===== src/rtl/serail_ctrl.sv =====
// Memory-mapped UART: CPU bus slave (DATA/STATUS/CTRL), TX and RX FIFOs,
// 8N1 transmitter and receiver, and a level receive interrupt.
module serail_ctrl #(
    parameter int DIV   = 434,
    parameter int DEPTH = 4
) (
    input  logic        clk,
    input  logic        rst,
    input  logic        serail_ce_i,
    input  logic        serail_we_i,
    input  logic [1:0]  serail_addr_i,
    input  logic [31:0] serail_data_i,
    output logic [31:0] serail_data_o,
    output logic        serail_ready_o,
    input  logic        rxd,
    output logic        txd,
    output logic        com_int_o
);

    localparam int          AW        = $clog2(DEPTH);
    localparam logic [15:0] BIT_LAST  = 16'(DIV - 1);
    localparam logic [15:0] HALF_LAST = 16'(DIV / 2 - 1);
    localparam logic [AW:0] FULL_LVL  = (AW + 1)'(DEPTH);
    localparam logic [AW:0] LVL_ONE   = (AW + 1)'(1);
    localparam logic [AW-1:0] PTR_ONE = AW'(1);

    typedef enum logic {BUS_IDLE, BUS_ACK} bus_state_t;
    typedef enum logic [1:0] {S_IDLE, S_START, S_DATA, S_STOP} line_state_t;

    bus_state_t  bus_state, bus_next;
    line_state_t tx_state, tx_next, rx_state, rx_next;

    logic        req_we;
    logic [1:0]  req_addr;
    logic [7:0]  req_data;
    logic        ack, wr_data, wr_ctrl, rd_data, rd_status;
    logic        unused_data_hi;

    logic [7:0]    tx_mem [DEPTH];
    logic [AW-1:0] tx_wp, tx_rp;
    logic [AW:0]   tx_level;
    logic          tx_full, tx_empty, tx_push, tx_pop, tx_busy, tx_bit_end;
    logic [15:0]   tx_tick;
    logic [2:0]    tx_bit;
    logic [7:0]    tx_shift;

    logic [7:0]    rx_mem [DEPTH];
    logic [AW-1:0] rx_wp, rx_rp;
    logic [AW:0]   rx_level;
    logic          rx_full, rx_empty, rx_push, rx_pop;
    logic          rx_s1, rx_s2, rx_prev, rx_sample, rx_stop_ok, frame_set, overrun_set;
    logic [15:0]   rx_tick;
    logic [2:0]    rx_bit;
    logic [7:0]    rx_shift;

    logic overrun, frame_err, rx_ie;

    assign unused_data_hi = ^serail_data_i[31:8];

    // ---------------- bus slave ----------------
    always_comb begin
        // NOTE: every output of a combinational block gets a default first so no latch is inferred.
        bus_next = bus_state;
        case (bus_state)
            BUS_IDLE: if (serail_ce_i) bus_next = BUS_ACK;
            default:  bus_next = BUS_IDLE;
        endcase
    end

    // NOTE: sequential state uses non-blocking assignments so every flop sees pre-edge values.
    always_ff @(posedge clk) begin
        if (rst) begin
            bus_state <= BUS_IDLE;
            req_we    <= 1'b0;
            req_addr  <= 2'd0;
            req_data  <= 8'd0;
        end else begin
            bus_state <= bus_next;
            if (bus_state == BUS_IDLE && serail_ce_i) begin
                req_we   <= serail_we_i;
                req_addr <= serail_addr_i;
                req_data <= serail_data_i[7:0];
            end
        end
    end

    assign ack            = (bus_state == BUS_ACK);
    assign serail_ready_o = ack;
    assign wr_data   = ack &  req_we & (req_addr == 2'd0);
    assign wr_ctrl   = ack &  req_we & (req_addr == 2'd2);
    assign rd_data   = ack & ~req_we & (req_addr == 2'd0);
    assign rd_status = ack & ~req_we & (req_addr == 2'd1);

    always_comb begin
        serail_data_o = 32'd0;
        if (ack && !req_we) begin
            case (req_addr)
                2'd0:    if (!rx_empty) serail_data_o[7:0] = rx_mem[rx_rp];
                2'd1:    serail_data_o[4:0] = {frame_err, overrun, tx_busy, ~rx_empty, ~tx_full};
                2'd2:    serail_data_o[0] = rx_ie;
                default: serail_data_o = 32'd0;
            endcase
        end
    end

    // ---------------- FIFOs ----------------
    assign tx_full  = (tx_level == FULL_LVL);
    assign tx_empty = (tx_level == '0);
    assign tx_push  = wr_data & ~tx_full;
    assign rx_full  = (rx_level == FULL_LVL);
    assign rx_empty = (rx_level == '0);
    assign rx_pop   = rd_data & ~rx_empty;
    // A full RX FIFO still accepts a byte when the head leaves in the same cycle.
    assign rx_push     = rx_stop_ok & (~rx_full | rx_pop);
    assign overrun_set = rx_stop_ok & rx_full & ~rx_pop;

    // NOTE: FIFO storage is deliberately not reset; the levels alone define validity.
    always_ff @(posedge clk) begin
        if (tx_push) tx_mem[tx_wp] <= req_data;
        if (rx_push) rx_mem[rx_wp] <= rx_shift;
    end

    always_ff @(posedge clk) begin
        if (rst) begin
            tx_wp <= '0; tx_rp <= '0; tx_level <= '0;
            rx_wp <= '0; rx_rp <= '0; rx_level <= '0;
        end else begin
            if (tx_push) tx_wp <= tx_wp + PTR_ONE;
            if (tx_pop)  tx_rp <= tx_rp + PTR_ONE;
            case ({tx_push, tx_pop})
                2'b10:   tx_level <= tx_level + LVL_ONE;
                2'b01:   tx_level <= tx_level - LVL_ONE;
                default: ;
            endcase
            if (rx_push) rx_wp <= rx_wp + PTR_ONE;
            if (rx_pop)  rx_rp <= rx_rp + PTR_ONE;
            case ({rx_push, rx_pop})
                2'b10:   rx_level <= rx_level + LVL_ONE;
                2'b01:   rx_level <= rx_level - LVL_ONE;
                default: ;
            endcase
        end
    end

    // ---------------- transmitter ----------------
    assign tx_bit_end = (tx_tick == BIT_LAST);
    assign tx_busy    = (tx_state != S_IDLE) | ~tx_empty;

    always_comb begin
        tx_next = tx_state;
        tx_pop  = 1'b0;
        txd     = 1'b1;
        case (tx_state)
            S_IDLE:  if (!tx_empty) begin tx_next = S_START; tx_pop = 1'b1; end
            S_START: begin txd = 1'b0; if (tx_bit_end) tx_next = S_DATA; end
            S_DATA:  begin txd = tx_shift[0]; if (tx_bit_end && tx_bit == 3'd7) tx_next = S_STOP; end
            S_STOP:  if (tx_bit_end) begin
                         tx_next = tx_empty ? S_IDLE : S_START;
                         tx_pop  = ~tx_empty;
                     end
            default: tx_next = S_IDLE;
        endcase
    end

    always_ff @(posedge clk) begin
        if (rst) begin
            tx_state <= S_IDLE;
            tx_tick  <= 16'd0;
            tx_bit   <= 3'd0;
            tx_shift <= 8'hff;
        end else begin
            tx_state <= tx_next;
            tx_tick  <= (tx_state == S_IDLE || tx_bit_end) ? 16'd0 : tx_tick + 16'd1;
            if (tx_pop) begin
                tx_shift <= tx_mem[tx_rp];
                tx_bit   <= 3'd0;
            end else if (tx_state == S_DATA && tx_bit_end) begin
                tx_shift <= {1'b0, tx_shift[7:1]};
                tx_bit   <= tx_bit + 3'd1;
            end
        end
    end

    // ---------------- receiver ----------------
    always_comb begin
        rx_next    = rx_state;
        rx_sample  = 1'b0;
        rx_stop_ok = 1'b0;
        frame_set  = 1'b0;
        case (rx_state)
            S_IDLE:  if (rx_prev && !rx_s2) rx_next = S_START;
            S_START: if (rx_tick == HALF_LAST) begin
                         rx_sample = 1'b1;
                         rx_next   = rx_s2 ? S_IDLE : S_DATA;
                     end
            S_DATA:  if (rx_tick == BIT_LAST) begin
                         rx_sample = 1'b1;
                         if (rx_bit == 3'd7) rx_next = S_STOP;
                     end
            S_STOP:  if (rx_tick == BIT_LAST) begin
                         rx_sample  = 1'b1;
                         rx_next    = S_IDLE;
                         rx_stop_ok = rx_s2;
                         frame_set  = ~rx_s2;
                     end
            default: rx_next = S_IDLE;
        endcase
    end

    always_ff @(posedge clk) begin
        if (rst) begin
            rx_s1    <= 1'b1;
            rx_s2    <= 1'b1;
            rx_prev  <= 1'b1;
            rx_state <= S_IDLE;
            rx_tick  <= 16'd0;
            rx_bit   <= 3'd0;
            rx_shift <= 8'd0;
        end else begin
            rx_s1    <= rxd;
            rx_s2    <= rx_s1;
            rx_prev  <= rx_s2;
            rx_state <= rx_next;
            rx_tick  <= (rx_state == S_IDLE || rx_sample) ? 16'd0 : rx_tick + 16'd1;
            if (rx_state == S_IDLE) begin
                rx_bit <= 3'd0;
            end else if (rx_state == S_DATA && rx_sample) begin
                rx_shift <= {rx_s2, rx_shift[7:1]};
                rx_bit   <= rx_bit + 3'd1;
            end
        end
    end

    // ---------------- flags, control, interrupt ----------------
    // A flag raised in the same cycle as a STATUS read survives the clear.
    always_ff @(posedge clk) begin
        if (rst) begin
            overrun   <= 1'b0;
            frame_err <= 1'b0;
            rx_ie     <= 1'b0;
            com_int_o <= 1'b0;
        end else begin
            overrun   <= overrun_set | (overrun   & ~rd_status);
            frame_err <= frame_set   | (frame_err & ~rd_status);
            if (wr_ctrl) rx_ie <= req_data[0];
            com_int_o <= rx_ie & ~rx_empty;
        end
    end

endmodule


===== config.mk =====
export PLATFORM = sky130hd
export DESIGN_NAME = serail_ctrl
export DESIGN_NICKNAME = d
export VERILOG_FILES = /design/src/rtl/serail_ctrl.sv
export SDC_FILE = /design/constraint.sdc
export NUM_CORES = 1
export LEC_CHECK = 0
export ABC_AREA = 1
export CAP_MARGIN = 20
export CORE_MARGIN = 3
export CORE_UTILIZATION = 55
export CTS_BUF_LIST = sky130_fd_sc_hd__clkbuf_16
export CTS_CLUSTER_DIAMETER = 120
export DETAILED_ROUTE_END_ITERATION = 10
export GPL_ROUTABILITY_DRIVEN = 0
export PLACE_DENSITY = 0.85
export SETUP_SLACK_MARGIN = 0.15
export SLEW_MARGIN = 15
export SYNTH_ARGS = -nofsm -noshare
export SYNTH_HDL_FRONTEND = slang
export SYNTH_SLANG_ARGS = --single-unit

===== constraint.sdc =====
create_clock -name clk -period 5.8 [get_ports clk]
set_input_delay 1.16 -clock clk [delete_from_list [all_inputs] [get_ports clk]]
set_output_delay 1.16 -clock clk [all_outputs]
set_load 0.02 [all_outputs]

== Word-level counts from Yosys, hierarchy flattened ==
Memories as Yosys holds them, arrays and structs flattened. A register that Yosys moved wholly into a read port is not among the register bits.
Cells that the tools add are included.

* Bitwise operators: 28
* Mux-type cells: 42
* Eq/ne operators: 28
* $add $sub $neg: 12
* Reductions and logical operators: 28

{| class="wikitable"
|+ Operator list
! operator !! count
|-
| adder 16 x 1 -> 16 bit, second input constant || 2
|-
| == test 16 x 9 -> 1 bit, second input constant || 2
|-
| 2-to-1 mux 8 bit || 4
|-
| 2-to-1 mux 2 bit || 14
|-
| != test 2 bit, second input constant || 9
|-
| == test 16 x 8 -> 1 bit, second input constant || 1
|-
| one-hot mux 2 bit (4 select lines) || 2
|-
| AND 1 bit || 14
|-
| == test 2 bit, second input constant || 7
|-
| 2-to-1 mux 1 bit || 14
|-
| adder 3 x 1 -> 3 bit, second input constant || 4
|-
| == test 3 bit, second input constant || 4
|-
| one-hot mux 3 bit (2 select lines) || 2
|-
| OR reduction 2 bit || 6
|-
| == test 2 x 1 -> 1 bit, second input constant || 5
|-
| NOT 1 bit || 10
|-
| adder 2 x 1 -> 2 bit, second input constant || 4
|-
| one-hot mux 4 bit (2 select lines) || 1
|-
| nonzero test 2 bit || 4
|-
| logical AND 1 bit || 6
|-
| zero test 2 bit || 3
|-
| zero test 3 bit || 2
|-
| one-hot mux 1 bit (2 select lines) || 3
|-
| subtractor 3 x 1 -> 3 bit, second input constant || 2
|-
| other kinds (8) || 13
|}

* Flip-flop bits (word level): 91
* Memory bits (writable): 64
* Output and inout port bits: 35
* Memories: 2
* Input port bits: 39

{| class="wikitable"
|+ Memories
! memory !! words !! width !! read ports !! clocked after Yosys merged registers in !! wr ports !! RTL line !! text
|-
| rx_mem || 4 || 8 || 1 || 1 || 1 || 47 || <nowiki>logic [7:0] rx_mem [DEPTH];</nowiki>
|-
| tx_mem || 4 || 8 || 1 || 1 || 1 || 39 || <nowiki>logic [7:0] tx_mem [DEPTH];</nowiki>
|}

== Longest topological paths before layout ==
* Depth in word-level cells: 8
* Mapped depth: 16
* Depth with buffers taken out: 16

== Least setup slack after synthesis ==
No wires, ideal clock.

* Path kind: register -> output
* Start: reg bus_state, in the netlist serail_ready_o
* End: out serail_data_o[5]
* Required time: 4.640 ns
* Data arrival time: 1.482 ns
* Slack: 3.158 ns
* Cell stages (with the launch flop): 7
* Path through: dfxtp_1 inv_1 nor2_2 nand2_1 nor2_4 inv_1 a21oi_1

* Word-level cells in the longest chain between the ends: 2

{| class="wikitable"
|+ Ends and longest elaborated chain
! what !! RTL line !! text
|-
| start, declared || 30 || <nowiki>bus_state_t bus_state, bus_next;</nowiki>
|-
| start signal, assigned || 78 || <nowiki>bus_state <= bus_next;</nowiki>
|-
| logical AND 1 bit || 96 || <nowiki>if (ack && !req_we) begin</nowiki>
|-
| 2-to-1 mux 8 bit || 96 ||
|-
| end, declared || 13 || <nowiki>output logic [31:0] serail_data_o,</nowiki>
|}

Every way passes these cells.

==> summary by stage <==
Status
The flow ran to the end, and the final reports show no timing, DRC or antenna violations.

Routing
The ratio of routed vias to standard cells is around 5.3. The final route contains ~5500 vias. The number of violations reported at the end of detailed-routing iteration 0 is ~370. Once detail routing completed, the nets flagged for antenna violations numbered 0. The number of iterations in the first detailed-routing pass is 5.

The post-detailed-route wirelength per cell is approximately 14 um. The final routed DRC violation total is 0. For this block, the routed nets add up to 14200 um of wire.

GRT
The met1 track demand over resource is roughly a quarter. The global-route met2 utilization is around 36%. The number of global-route vias before repair is between 5000 and 6000.

The number of antenna violations at the first check in global routing is 0. The total track usage is between 20% and 30%. The global-route wire length before repair is approximately 24000 um. The maximum number of pins on one net before global-route repair is 41.

The aggregate global routing overflow is 0. The layer flagged by global routing as most heavily used is met2. For met3 alone, demand over resource in global routing was 4.62%.

Clocking
The clock latency on the worst-skew pair is ~0.42 ns. The clock net in this run drives a total of 159 sinks. No sink is reached through more buffers than the 2 on the longest clock path. The tree is rooted in a sky130_fd_sc_hd__clkbuf_16. The total number of H-tree levels is 4. For this design, the CTS-stage hold fixing added 0 buffers. Once the clock tree was built, the setup fixing pass inserted 0 buffers. The clock tree from TritonCTS is yes. The number of buffers created by CTS is 17. The post-cts repair resize count is 0. The clock edge transition at the registers on the reported setup and hold paths is roughly 0.060 ns.

STA
The final critical-path share of the clock period is between 60% and 70%. The worst-margin pin slew is 0.842 ns. The max-slew violation count is 0. The worst path needs approximately 3.8 ns of the cycle, external delays included. In this run the tightest slew margin relative to its limit is between 40 and 50%. Hold timing on the final database bottoms out at a slack of 0.427 ns.

Setup repair after global routing left no endpoint under its margin. The setup total negative slack is 0 ns. The final setup violation count is 0.

The clock arrives with a little over 0.008 ns of skew. The final hold violation count is 0. The timing-limited maximum frequency is roughly 260 MHz.

Placed design
The placed wire-length estimate is approximately 9600 um. In this run the tool buffered the top-level ports with 25 buffer cells.

Floorplan
The die covers about 0.015 mm^2. During I/O placement, the number of pins put on the boundary was 74. The initial core utilization is roughly 57%. The floorplan step defined a core boundary enclosing 0.0128 mm^2. The floorplan has 41 rows. The die is ~120 um tall. The die width is 121 um.

Pwr
The analysis attributes to cell leakage a power of around 3 nW. The completed layout was analyzed and its total power is about 2.7 mW. Power spread over the standard cell area amounts to roughly 340 mW/mm^2. The worst voltage drop across the vdd grid is between 0.0002 and 0.0003 V.

Worst setup path
At the worst endpoint, the required time is between 4 and 5 ns. The type of the worst setup path is register to output pin. The critical register-to-register path startpoint is tx_state[0]. The kind of cell with the highest combined delay along the critical path is buffers and inverters. The largest single stage delay on the critical path is slightly below 0.7 ns.

The buffer and inverter count on the worst path is 3. The critical path endpoint category is an output pin. The launching element type of the critical path is a register.

Traced cell by cell, the critical path runs through inv_1, o21ai_0, o22ai_1, o2111ai_1, inv_1, clkdlybuf4s50_1. By instance count, the cell type seen most on the critical path is sky130_fd_sc_hd__inv_1. The maximum fanout encountered on the critical timing path is 17.

Data arrives at the worst endpoint at 2.66 ns. The cell with the biggest individual delay on the critical path is sky130_fd_sc_hd__dfxtp_1.

Run
Max-cap violations in this run came to 0.

Hold path
The worst hold path begins at rx_s1. The path class of the lowest-slack min-delay path is register to register.

Finish
The utilization after layout is between 60% and 70%. After the last flow step, the layout net total stands at 907. The number of diodes added for antenna fixing is 0. The filler cells instantiated in the layout total about 1000. Of the cells placed in the final design, the portion with a size suffix greater than 1 is 6.42%.

Relative to the synthesized area, the layout overhead comes to 11.4%.

Synth
For this run, the leading register cell type out of synthesis is sky130_fd_sc_hd__dfxtp_1. By area the synthesized netlist is led by sky130_fd_sc_hd__edfxtp_1, sky130_fd_sc_hd__dfxtp_1, sky130_fd_sc_hd__nand2_1. The fraction of registers with async set or reset after synthesis is 0%. The area share of the largest cell type after synthesis is 26.5%.

The most used standard cell by instance count after synthesis is sky130_fd_sc_hd__nand2_1. Counting flops with a built-in enable in the synthesized netlist gives 64. The post-synthesis cell area is approximately 0.0073 mm^2. After synthesis the netlist holds a flip-flop and latch count of 159.

The synthesized netlist contains 45 unique library cells. The synthesized area divided by synthesized cell count is around 9 um^2. After technology mapping, the gate count stands at between 800 and 900. During synthesis, Yosys emitted a total of 0 warnings. The sequential-to-total area share from yosys stat is a little over half. The cell type contributing the most total cell area after synthesis is sky130_fd_sc_hd__edfxtp_1.

The commonest cells after synthesis are sky130_fd_sc_hd__nand2_1, sky130_fd_sc_hd__nor2_1, sky130_fd_sc_hd__dfxtp_1, sky130_fd_sc_hd__inv_1, sky130_fd_sc_hd__edfxtp_1.
-- final timing paths --
| check | end | slack (ns) | cells past startpoint |
|---|---|---|---|
| worst min register to register | rx_s2 | 0.43 | 1 |
| worst max register to register | tx_level[1] | 2.79 | 11 |
| worst min-delay path | rx_s2 | 0.43 | 1 |
| worst max-delay path | serail_data_o[1] | 1.98 | 6 |
-- report_power, final --
| part | leakage, nW | switching [mW] | internal [mW] |
|---|---|---|---|
| Sequential | 1.28 | 0.0587 | 1.21 |
| Clock | 0.287 | 0.412 | 0.598 |
| Combinational | 1.47 | 0.270 | 0.160 |
| Total | 3.04 | 0.741 | 1.97 |
-- layout by cell type, fill, tap and decap left out, types with 18 or more instances in the layout --
master                            netlist  final
sky130_fd_sc_hd__nand3_1               46     46
sky130_fd_sc_hd__a21oi_1               56     56
sky130_fd_sc_hd__o21ai_0               48     48
sky130_fd_sc_hd__clkdlybuf4s50_1        0     25
sky130_fd_sc_hd__nand2_1              127    127
sky130_fd_sc_hd__nor3_1                20     20
sky130_fd_sc_hd__ha_1                  22     22
sky130_fd_sc_hd__inv_1                 88     94
sky130_fd_sc_hd__conb_1                 1     24
sky130_fd_sc_hd__dfxtp_1               95     95
sky130_fd_sc_hd__clkbuf_16              0     18
sky130_fd_sc_hd__nor2_1               120    120
sky130_fd_sc_hd__edfxtp_1              64     64
-- layout make-up --
cell class | instances | area (um^2) | share of cell area [%]
clock buffers | 18 | 450 | 5.57
flip-flops and latches | 159 | 3820 | 47.3
repair buffers | 26 | 258 | 3.19
multi-input cells | 549 | 2910 | 36.0
well taps | 172 | 215 | 2.66
clock inverters | 14 | 87.6 | 1.08
inverters | 91 | 342 | 4.22
-- layer usage --
metal	wire, um	share of wire, %
met1	6150	43
met2	7160	51
met3	614	4.3
met4	229	1.6
met5	0	0
-- registers in the layout (all words and copies together) (netlist names), 2 cells and up, named ones only --
name	count
rx_mem	32
rx_level	3
tx_rp	2
rx_rp	2
tx_level	3
rx_tick	16
req_addr	2
tx_tick	16
tx_bit	3
rx_shift	8
rx_wp	2
tx_state	2
tx_wp	2
req_data	8
tx_shift	8
tx_mem	32
rx_bit	3
-- cells by family after synthesis --
logic type                 count (synthesis)  share of synthesized area (%)
AOI/OAI and AO/OA                        130                           10.2
xor gates and xnor gates                   9                           1.09
adders and majority gates                 24                           4.34
buffers and inverters                    136                           8.46
DFF                                      159                           52.7
other                                      1                         0.0516
and+or+nand+nor                          362                           23.2
-- per-stage QoR --
stage	setup WS (ns)	area [um^2]	std cells
after global routing	1.74	8090	1029
after global placement	2.29	7550	997
final	1.98	8090	1029
after CTS	1.95	8090	1029
after detailed placement	2.25	7550	997
after floorplan	3.16	7350	844
Note: power is estimated with default switching activity, not from simulation.
